File: src/rtl/tq_quant_4x4.sv
// tq_quant_4x4: forward quantizer for one 4x4 integer-DCT block.
// Captures a whole block, quantizes one row per cycle in a 2-stage pipeline, streams rows out.
//
// state | meaning
// IDLE  | ready to capture a new block
// RUN   | issuing rows 0..3 into stage 1
// DRAIN | waiting for the row-3 output handshake
module tq_quant_4x4 #(
  parameter int COEF_WIDTH  = 15,
  parameter int LEVEL_WIDTH = 15
) (
  input  logic                      clk_i,
  input  logic                      rst_i,
  input  logic                      in_valid_i,
  output logic                      in_ready_o,
  input  logic [16*COEF_WIDTH-1:0]  coef_i,
  input  logic [5:0]                qp_i,
  input  logic                      intra_i,
  output logic                      out_valid_o,
  input  logic                      out_ready_i,
  output logic [4*LEVEL_WIDTH-1:0]  out_level_o,
  output logic [1:0]                out_row_o,
  output logic                      out_last_o,
  output logic [4:0]                out_nnz_o
);

  localparam int ABS_W  = COEF_WIDTH + 1;
  localparam int MF_W   = 14;
  localparam int PROD_W = ABS_W + MF_W;
  localparam int SUM_W  = PROD_W + 1;
  localparam int F_W    = 22;
  localparam logic [3:0] COL_ODD = 4'b1010;

  typedef enum logic [1:0] {S_IDLE, S_RUN, S_DRAIN} state_t;

  state_t                       state_q, state_d;
  logic [15:0][COEF_WIDTH-1:0]  coef_q, coef_d;
  logic [3:0]                   qp_div_q, qp_div_d;
  logic [2:0]                   qp_mod_q, qp_mod_d;
  logic [F_W-1:0]               round_f_q, round_f_d;
  logic [1:0]                   row_cnt_q, row_cnt_d;
  logic                         s1_valid_q, s1_valid_d;
  logic [1:0]                   s1_row_q, s1_row_d;
  logic [3:0]                   s1_sign_q, s1_sign_d;
  logic [3:0][PROD_W-1:0]       s1_prod_q, s1_prod_d;
  logic                         out_valid_q, out_valid_d;
  logic [3:0][LEVEL_WIDTH-1:0]  out_level_q, out_level_d;
  logic [1:0]                   out_row_q, out_row_d;
  logic                         out_last_q, out_last_d;
  logic [4:0]                   out_nnz_q, out_nnz_d;
  logic [4:0]                   nnz_acc_q, nnz_acc_d;

  logic                         stall, accept, issue;
  logic [5:0]                   qp_clamp;
  logic [3:0]                   qp_div_c;
  logic [4:0]                   qbits;
  logic [3:0][COEF_WIDTH-1:0]   coef_raw_c;
  logic [3:0][ABS_W-1:0]        coef_ext_c;
  logic [3:0][ABS_W-1:0]        coef_abs_c;
  logic [3:0][1:0]              cls_c;
  logic [3:0]                   sign_c;
  logic [3:0][PROD_W-1:0]       prod_c;
  logic [3:0][SUM_W-1:0]        sum_c;
  logic [3:0][LEVEL_WIDTH-1:0]  mag_c;
  logic [3:0][LEVEL_WIDTH-1:0]  level_c;
  logic [2:0]                   row_nnz;
  logic [4:0]                   nnz_sum;

  // Class 0 = (even,even), 1 = (odd,odd), 2 = mixed parity.
  function automatic logic [MF_W-1:0] mf_lookup(input logic [2:0] qmod, input logic [1:0] cls);
    logic [MF_W-1:0] mf_a, mf_b, mf_c;
    case (qmod)
      3'd0:    begin mf_a = 14'd13107; mf_b = 14'd5243; mf_c = 14'd8066; end
      3'd1:    begin mf_a = 14'd11916; mf_b = 14'd4660; mf_c = 14'd7490; end
      3'd2:    begin mf_a = 14'd10082; mf_b = 14'd4194; mf_c = 14'd6554; end
      3'd3:    begin mf_a = 14'd9362;  mf_b = 14'd3647; mf_c = 14'd5825; end
      3'd4:    begin mf_a = 14'd8192;  mf_b = 14'd3355; mf_c = 14'd5243; end
      default: begin mf_a = 14'd7282;  mf_b = 14'd2893; mf_c = 14'd4559; end
    endcase
    mf_lookup = (cls == 2'd0) ? mf_a : ((cls == 2'd1) ? mf_b : mf_c);
  endfunction

  // floor(2^(14+idx)/3); intra uses idx = qp_div+1, inter idx = qp_div since 2^q/6 = 2^(q-1)/3.
  function automatic logic [F_W-1:0] round_lookup(input logic [3:0] idx);
    case (idx)
      4'd0:    round_lookup = 22'd5461;
      4'd1:    round_lookup = 22'd10922;
      4'd2:    round_lookup = 22'd21845;
      4'd3:    round_lookup = 22'd43690;
      4'd4:    round_lookup = 22'd87381;
      4'd5:    round_lookup = 22'd174762;
      4'd6:    round_lookup = 22'd349525;
      4'd7:    round_lookup = 22'd699050;
      4'd8:    round_lookup = 22'd1398101;
      default: round_lookup = 22'd2796202;
    endcase
  endfunction

  assign stall  = out_valid_q & ~out_ready_i;
  assign accept = (state_q == S_IDLE) & in_valid_i;
  assign issue  = (state_q == S_RUN) & ~stall;
  assign qbits  = 5'd15 + {1'b0, qp_div_q};

  always_comb begin
    qp_clamp = (qp_i > 6'd51) ? 6'd51 : qp_i;
    if      (qp_clamp >= 6'd48) qp_div_c = 4'd8;
    else if (qp_clamp >= 6'd42) qp_div_c = 4'd7;
    else if (qp_clamp >= 6'd36) qp_div_c = 4'd6;
    else if (qp_clamp >= 6'd30) qp_div_c = 4'd5;
    else if (qp_clamp >= 6'd24) qp_div_c = 4'd4;
    else if (qp_clamp >= 6'd18) qp_div_c = 4'd3;
    else if (qp_clamp >= 6'd12) qp_div_c = 4'd2;
    else if (qp_clamp >= 6'd6)  qp_div_c = 4'd1;
    else                        qp_div_c = 4'd0;
  end

  // Stage 1 inputs: row selected by the row counter.
  always_comb begin
    coef_raw_c = '0;
    coef_ext_c = '0;
    coef_abs_c = '0;
    cls_c      = '0;
    sign_c     = '0;
    prod_c     = '0;
    for (int c = 0; c < 4; c++) begin
      coef_raw_c[c] = coef_q[{row_cnt_q, 2'(c)}];
      sign_c[c]     = coef_raw_c[c][COEF_WIDTH-1];
      coef_ext_c[c] = {coef_raw_c[c][COEF_WIDTH-1], coef_raw_c[c]};
      coef_abs_c[c] = sign_c[c] ? -coef_ext_c[c] : coef_ext_c[c];
      cls_c[c]      = (row_cnt_q[0] ^ COL_ODD[c]) ? 2'd2 : {1'b0, row_cnt_q[0]};
      prod_c[c]     = PROD_W'(coef_abs_c[c]) * PROD_W'(mf_lookup(qp_mod_q, cls_c[c]));
    end
  end

  // Stage 2: round, shift, restore sign.
  always_comb begin
    sum_c   = '0;
    mag_c   = '0;
    level_c = '0;
    row_nnz = '0;
    for (int c = 0; c < 4; c++) begin
      sum_c[c]   = SUM_W'(s1_prod_q[c]) + SUM_W'(round_f_q);
      mag_c[c]   = LEVEL_WIDTH'(sum_c[c] >> qbits);
      level_c[c] = s1_sign_q[c] ? -mag_c[c] : mag_c[c];
      row_nnz    = row_nnz + {2'b00, |mag_c[c]};
    end
    nnz_sum = nnz_acc_q + {2'b00, row_nnz};
  end

  always_comb begin
    state_d = state_q;
    case (state_q)
      S_IDLE:  if (in_valid_i) state_d = S_RUN;
      S_RUN:   if (issue && (row_cnt_q == 2'd3)) state_d = S_DRAIN;
      S_DRAIN: if (out_valid_q && out_ready_i && out_last_q) state_d = S_IDLE;
      default: state_d = S_IDLE;
    endcase
  end

  always_comb begin
    coef_d      = coef_q;
    qp_div_d    = qp_div_q;
    qp_mod_d    = qp_mod_q;
    round_f_d   = round_f_q;
    row_cnt_d   = row_cnt_q;
    nnz_acc_d   = nnz_acc_q;
    s1_valid_d  = s1_valid_q;
    s1_row_d    = s1_row_q;
    s1_sign_d   = s1_sign_q;
    s1_prod_d   = s1_prod_q;
    out_valid_d = out_valid_q;
    out_level_d = out_level_q;
    out_row_d   = out_row_q;
    out_last_d  = out_last_q;
    out_nnz_d   = out_nnz_q;

    if (issue) row_cnt_d = row_cnt_q + 2'd1;

    if (!stall) begin
      s1_valid_d  = issue;
      s1_row_d    = row_cnt_q;
      s1_sign_d   = sign_c;
      s1_prod_d   = prod_c;
      out_valid_d = s1_valid_q;
      if (s1_valid_q) begin
        out_level_d = level_c;
        out_row_d   = s1_row_q;
        out_last_d  = (s1_row_q == 2'd3);
        out_nnz_d   = (s1_row_q == 2'd3) ? nnz_sum : 5'd0;
        nnz_acc_d   = nnz_sum;
      end else begin
        out_level_d = '0;
        out_row_d   = '0;
        out_last_d  = 1'b0;
        out_nnz_d   = '0;
      end
    end

    if (accept) begin
      coef_d    = coef_i;
      qp_div_d  = qp_div_c;
      qp_mod_d  = 3'(qp_clamp - ({2'b00, qp_div_c} * 6'd6));
      round_f_d = round_lookup(intra_i ? (qp_div_c + 4'd1) : qp_div_c);
      row_cnt_d = '0;
      nnz_acc_d = '0;
    end
  end

  always_ff @(posedge clk_i) begin
    if (rst_i) begin
      state_q     <= S_IDLE;
      coef_q      <= '0;
      qp_div_q    <= '0;
      qp_mod_q    <= '0;
      round_f_q   <= '0;
      row_cnt_q   <= '0;
      nnz_acc_q   <= '0;
      s1_valid_q  <= 1'b0;
      s1_row_q    <= '0;
      s1_sign_q   <= '0;
      s1_prod_q   <= '0;
      out_valid_q <= 1'b0;
      out_level_q <= '0;
      out_row_q   <= '0;
      out_last_q  <= 1'b0;
      out_nnz_q   <= '0;
    end else begin
      state_q     <= state_d;
      coef_q      <= coef_d;
      qp_div_q    <= qp_div_d;
      qp_mod_q    <= qp_mod_d;
      round_f_q   <= round_f_d;
      row_cnt_q   <= row_cnt_d;
      nnz_acc_q   <= nnz_acc_d;
      s1_valid_q  <= s1_valid_d;
      s1_row_q    <= s1_row_d;
      s1_sign_q   <= s1_sign_d;
      s1_prod_q   <= s1_prod_d;
      out_valid_q <= out_valid_d;
      out_level_q <= out_level_d;
      out_row_q   <= out_row_d;
      out_last_q  <= out_last_d;
      out_nnz_q   <= out_nnz_d;
    end
  end

  assign in_ready_o  = (state_q == S_IDLE);
  assign out_valid_o = out_valid_q;
  assign out_level_o = out_level_q;
  assign out_row_o   = out_row_q;
  assign out_last_o  = out_last_q;
  assign out_nnz_o   = out_nnz_q;

endmodule

File: config.mk
export PLATFORM = sky130hd
export DESIGN_NAME = tq_quant_4x4
export DESIGN_NICKNAME = d
export VERILOG_FILES = /design/src/rtl/tq_quant_4x4.sv
export SDC_FILE = /design/constraint.sdc
export NUM_CORES = 2
export LEC_CHECK = 0
export ABC_AREA = 1
export CORE_MARGIN = 2
export CORE_UTILIZATION = 63
export CTS_CLUSTER_DIAMETER = 200
export DETAILED_ROUTE_END_ITERATION = 6
export HOLD_SLACK_MARGIN = 0.1
export PLACE_DENSITY_LB_ADDON = 0.3
export SLEW_MARGIN = 5
export SYNTH_ARGS = -nofsm -noshare
export SYNTH_HDL_FRONTEND = slang
export SYNTH_SLANG_ARGS = --single-unit
File: constraint.sdc
create_clock -name clk_i -period 10.2 [get_ports clk_i]
set_input_delay 2.04 -clock clk_i [delete_from_list [all_inputs] [get_ports clk_i]]
set_output_delay 2.04 -clock clk_i [all_outputs]
set_load 0.02 [all_outputs]
# After elaboration in Yosys (flattened, before gate mapping)
# Memory sizes are Yosys's and may differ from the RTL's. A register that Yosys moved wholly into a read port is not among the register bits.
# Index checks and enable logic that the tools add are counted.
dict set report word_totals {
  regBits 452
  rom_bits 352
  mem_count 1
}
# memory words word_bits read_ports rd_clocked_by_memory_dff wr line
set memory_table {}
lappend memory_table {{(no name shown)} 16 22 1 1 0 85} ;# case (idx)
dict set report classes {
  addsub 20
  multipliers 5
  magnitude_cmp 13
  eq_ne 13
  shift 4
  n_mux 44
  n_bitwise 5
  reduce_logical 14
}
# op count
set ops {}
lappend ops {{30-bit by 22-bit adder with 31-bit output} 4}
lappend ops {{31-bit by 5-bit right shift with 15-bit output} 4}
lappend ops {{15-bit binary-select mux with 2-bit select} 4}
lappend ops {{16-bit by 14-bit multiplier with 30-bit output} 4}
lappend ops {{15-bit 2-to-1 mux} 8}
lappend ops {{14-bit one-hot mux with 5 select lines} 1}
lappend ops {{13-bit one-hot mux with 5 select lines} 1}
lappend ops {{16-bit 2-to-1 mux} 4}
lappend ops {{16-bit negator} 4}
lappend ops {{60-bit 2-to-1 mux} 1}
lappend ops {{15-bit negator} 4}
lappend ops {{12-bit one-hot mux with 5 select lines} 1}
lappend ops {{15-bit OR reduction} 4}
lappend ops {{14-bit 2-to-1 mux} 4}
lappend ops {{4-bit by 5-bit < comparator with 1-bit output, second input constant} 4}
lappend ops {{6-bit by 5-bit >= comparator with 1-bit output, second input constant} 3}
lappend ops {{6-bit >= comparator, second input constant} 3}
lappend ops {{2-bit 2-to-1 mux} 8}
lappend ops {{3-bit 2-to-1 mux} 4}
lappend ops {{5-bit 2-to-1 mux} 2}
lappend ops {{4-bit 2-to-1 mux} 2}
lappend ops {{2-bit by 1-bit equality test with 1-bit output, second input constant} 3}
lappend ops {{2-bit equality test, second input constant} 3}
lappend ops {{3-bit by 2-bit equality test with 1-bit output, second input constant} 2}
lappend ops {{27 further kinds} 36}

# Logic depth before layout (Yosys ltp)
dict set report depth {
  ltp_word 13
  ltp_mapped 44
  ltp_nobuf 42
}

# Least setup slack after synthesis
# Ideal clock, no wire load.
dict set report synth_path {
  path_kind {register -> register}
  startpoint {register row_cnt_q[0]}
  endpoint {register s1_prod_q[87] (netlist name)}
  setup_time_ns 0.116
  t_arrival_ns 7.443
  t_required_ns 10.084
  path_slack_ns 2.640
  stages_incl_launch_ff 43
  n_path_buf 5
  period_less_slack_ns 7.560
  cell_sequence {dfxtp_1 buf_4 buf_6 buf_4 nand2_1 a32oi_1 inv_1 clkbuf_1 ha_1 nand3_1 nor2_1 nand2_1 nor2_1 nand2_1 inv_1 o21ai_0 nand2_1 inv_1 (+7 left out) fa_1 fa_1 fa_1 inv_1 ha_1 a21oi_1 o21a_1 o21ai_0 a21oi_1 inv_1 a21oi_1 o21ai_0 nand3_1 nand2_1 a31oi_1 xor2_1 o211ai_1 inv_1}
}
dict set report synth_between {
  elab_chain_len 5
}
# item line
set synth_lines {}
lappend synth_lines {{start: declaration} 41} ;# logic [1:0] row_cnt_q, row_cnt_d;
lappend synth_lines {{start signal: assignment} 233} ;# row_cnt_q <= row_cnt_d;
lappend synth_lines {{15-bit binary-select mux with 2-bit select or 2-bit 2-to-1 mux (tied branches)} {126, 130}}
lappend synth_lines {{15-bit 2-to-1 mux (implied by the code) or 2-bit by 1-bit equality test with 1-bit output (tied branches)} {126, 80}}
lappend synth_lines {{16-bit negator or 14-bit 2-to-1 mux (tied branches)} {129, 80}}
lappend synth_lines {{16-bit 2-to-1 mux or 14-bit 2-to-1 mux (tied branches)} {129, 80}}
lappend synth_lines {{16-bit by 14-bit multiplier with 30-bit output (*)} 131} ;# prod_c[c] = PROD_W'(coef_abs_c[c]) * PROD_W'(mf_lookup(qp_mod_q, cls_c[c]));
lappend synth_lines {{end signal: assignment} 238} ;# s1_prod_q <= s1_prod_d;
lappend synth_lines {{end: declaration} 45} ;# logic [3:0][PROD_W-1:0] s1_prod_q, s1_prod_d;
# Every way passes the cells marked *; elsewhere a longest branch is shown, timed or not. The select of a mux whose other input is x is not followed.
# A chain may end at the register's enable or synchronous reset.

# Final worst setup path
dict set report layout_path {
  startpoint {register row_cnt_q[0]}
  endpoint {register s1_prod_q[26] (netlist name)}
}
# Same word-level chain as after synthesis.

==> results by group <==
Detailed routing
  • Vias per Instance: 5.71
  • Vias: 57300
  • Antenna-violating nets left: 0
  • DRT iter0 DRCs: 5654
  • Wire per inst: 18.4 µm
  • Post-Route WL: 184 mm
  • Residual DRC: 0
  • Drt pass-1 iters: 6

CTS
  • CTS root buffer: clkbuf_16
  • CTS tree: built
  • Longest Clk Path Bufs: 3
  • Cts hold-fix bufs: 0
  • CTS resizes: 0
  • CTS Buf Count: 53
  • Clk_lat worst skew: 0.68 ns
  • CTS Sinks: 462
  • CTS H-tree depth: 2
  • CTS clk-pin slew, worst paths: 0.07 ns
  • Post-CTS setup buffers: 0

Synthesis
  • Number of flops mapped to enable cells by yosys: 0
  • Post-synthesis cell type count: 64
  • Gate count of the mapped netlist: 8513
  • Post-Syn Area per Cell: 6.97 µm²
  • Synth Flop Type: dfxtp_1
  • Synth top area share: 21.5%
  • Area leader, netlist: fa_1
  • Ys Warns: 0
  • Cell area after synthesis: 59400 µm²
  • Sequential share of the synthesized area: 15.6%
  • Register bit total from synthesis: 462
  • Asr flop ratio synth: 0%
  • Area contributors post-synth: fa_1 (21%), dfxtp_1 (16%), nand2_1 (13%), ha_1 (10%), inv_1 (10%)

Timing
  • Final-report setup violation count: 0
  • Slew Limit Headroom: 3.26%
  • Max-slew violation count: 0
  • FMAX: 109 MHz
  • Final hold violations: 0
  • Worst Max-Slew Pin Slew: 1.45 ns
  • Crit share post-route: 89.5%
  • Unrepaired setup endpoints after global routing: false
  • Setup TNS: 0 ns
  • Max Clock Skew: 0.0568 ns
  • Final Critical Period: 9.13 ns

Global route
  • Met1 Use GR: 49.1%
  • GRT busiest layer: met2
  • First-pass GRT wire length: 296 mm
  • Largest net degree at the start of global routing: 244
  • Global-route usage over all layers: 38.0%
  • Routing usage on met2: 62.4%
  • Initial antenna violation count: 23
  • Vias in the first global route: 56600
  • Global route overflow: 0
  • GR Layer Usage met3: 6.86%

Worst setup path
  • R2R cell count: 38
  • Critical path peak fanout: 72
  • Most used cell, CP: inv_1
  • Worst Path Arrival: 9.75 ns
  • CP required: 10.82 ns
  • Crit-path slowest cell: dfxtp_4
  • CP endpoint kind: flop
  • Max incr delay on CP: 0.80 ns
  • Crit path launch type: flop
  • FF-to-FF Start: row_cnt_q[0]$_SDFFE_PP0P_
  • WS Path Type: flop to flop
  • Setup crit start: row_cnt_q[0]$_SDFFE_PP0P_

Final layout
  • Area Growth Syn to Fin: 10.3%
  • Commonest non-fill, non-tap cell in the layout: nand2_1
  • Layout cells sized above 1: 4.29%
  • Layout fillers: 7939
  • Commonest cells after routing, fill and taps aside: nand2_1 (2045), inv_1 (1625), nor2_1 (746)
  • Nets@finish: 10100
  • Design Area, Final: 65500 µm²

Floorplan
  • Core area: 93300 µm²
  • Die Y: 311 µm
  • Full die area: 96700 µm²
  • Initial core utilization: 63.6%
  • # IOs: 321
  • Row count: 112
  • Die Wd: 311 µm

Placed design
  • Placed inst area: 63600 µm²
  • DP HPWL: 147 mm
  • GPL Wtd Cong: 1.02
  • Port Buf Inserts: 320

Outcome
  • Outcome: finished, final reports clean

Job
  • Max Cap Viol: 0

Worst hold path
  • Hold_sp: coef_q[58]$_SDFFE_PP0P_
  • Hold Path Class: flop to flop
  • Hold Crit Depth: 2
==> logic make-up after synthesis <==
kind of cell	share of synthesized area (%)
and+or+nand+nor	26.6
AOI/OAI and AO/OA	11.5
adders and majority gates	31.9
xor gates and xnor gates	1.46
buffers and inverters	12.9
DFF	15.6
other	0.0126
==> layout make-up <==
cell class | count | area (µm²) | area share (%)
Antenna cell | 21 | 52.6 | 0.0803
Sequential cell | 462 | 9260 | 14.1
Inverter | 1682 | 6320 | 9.65
Timing Repair Buffer | 385 | 3730 | 5.69
Clock inverter | 26 | 385 | 0.589
Multi-Input combinational cell | 6123 | 42700 | 65.2
Clock buffer | 68 | 1460 | 2.23
Tap cell | 1254 | 1570 | 2.40
==> final timing paths <==
check                                             endpoint  slack [ns]
worst min-delay path               coef_q[58]$_SDFFE_PP0P_        0.46
worst min register to register     coef_q[58]$_SDFFE_PP0P_        0.46
worst max-delay path            s1_prod_q[26]$_SDFFE_PP0N_        1.07
worst max register to register  s1_prod_q[26]$_SDFFE_PP0N_        1.07
==> cell usage after synthesis (all sizes together), types with 124 or more instances <==
| master | n |
|---|---|
| inv | 1667 |
| dfxtp | 462 |
| nor2 | 789 |
| nand2 | 2096 |
| clkbuf | 175 |
| a22o | 168 |
| nand3 | 677 |
| a21oi | 363 |
| buf | 124 |
| o21ai | 342 |
| fa | 637 |
| ha | 494 |
==> metrics by stage <==
| stage | instances | hold WS (ns) | utilization (%) | worst slack (ns) |
|---|---|---|---|---|
| 2_1_floorplan | 8567 | 0.420 | - | 2.64 |
| 3_3_place_gp | 9906 | 0.431 | 68.1 | 1.54 |
| 3_5_place_dp | 9906 | 0.446 | 68.1 | 1.22 |
| 4_1_cts | 10000 | 0.457 | 70.1 | 1.20 |
| 5_1_grt | 10000 | 0.485 | 70.2 | 0.507 |
| 6_report | 10000 | 0.458 | 70.2 | 1.07 |
==> sequential cells by signal, indices dropped and copies added (netlist names) <==
signal	cells
coef_q	240
s1_prod_q	120
out_level_o	60
round_f_q	10
nnz_acc_q	5
out_nnz_o	5
qp_div_q	4
s1_sign_q	4
qp_mod_q	3
out_row_o	2
row_cnt_q	2
s1_row_q	2
state_q	2
out_last_o	1
out_valid_o	1
s1_valid_q	1
==> routing by layer <==
| metal | vias to the layer above | part of all wire [%] |
|---|---|---|
| li1 | 27000 | - |
| met1 | 27000 | 41 |
| met2 | 2739 | 45 |
| met3 | 534 | 9.2 |
| met4 | 6 | 4.8 |
| met5 | - | 0.018 |
==> critical path, delay by kind of cell, from the launching register on <==
family / cells / cell delay, ns
AO/OA/AOI/OAI: 5 / 1.07
adder cells (fa/ha/maj): 8 / 3.55
buffers and inverters: 11 / 1.72
flip-flops: 1 / 0.80
AND/OR/NAND/NOR: 14 / 1.90
Power is not shown: default switching activity piles up to over one toggle a cycle in this logic, so the estimate is an artifact.
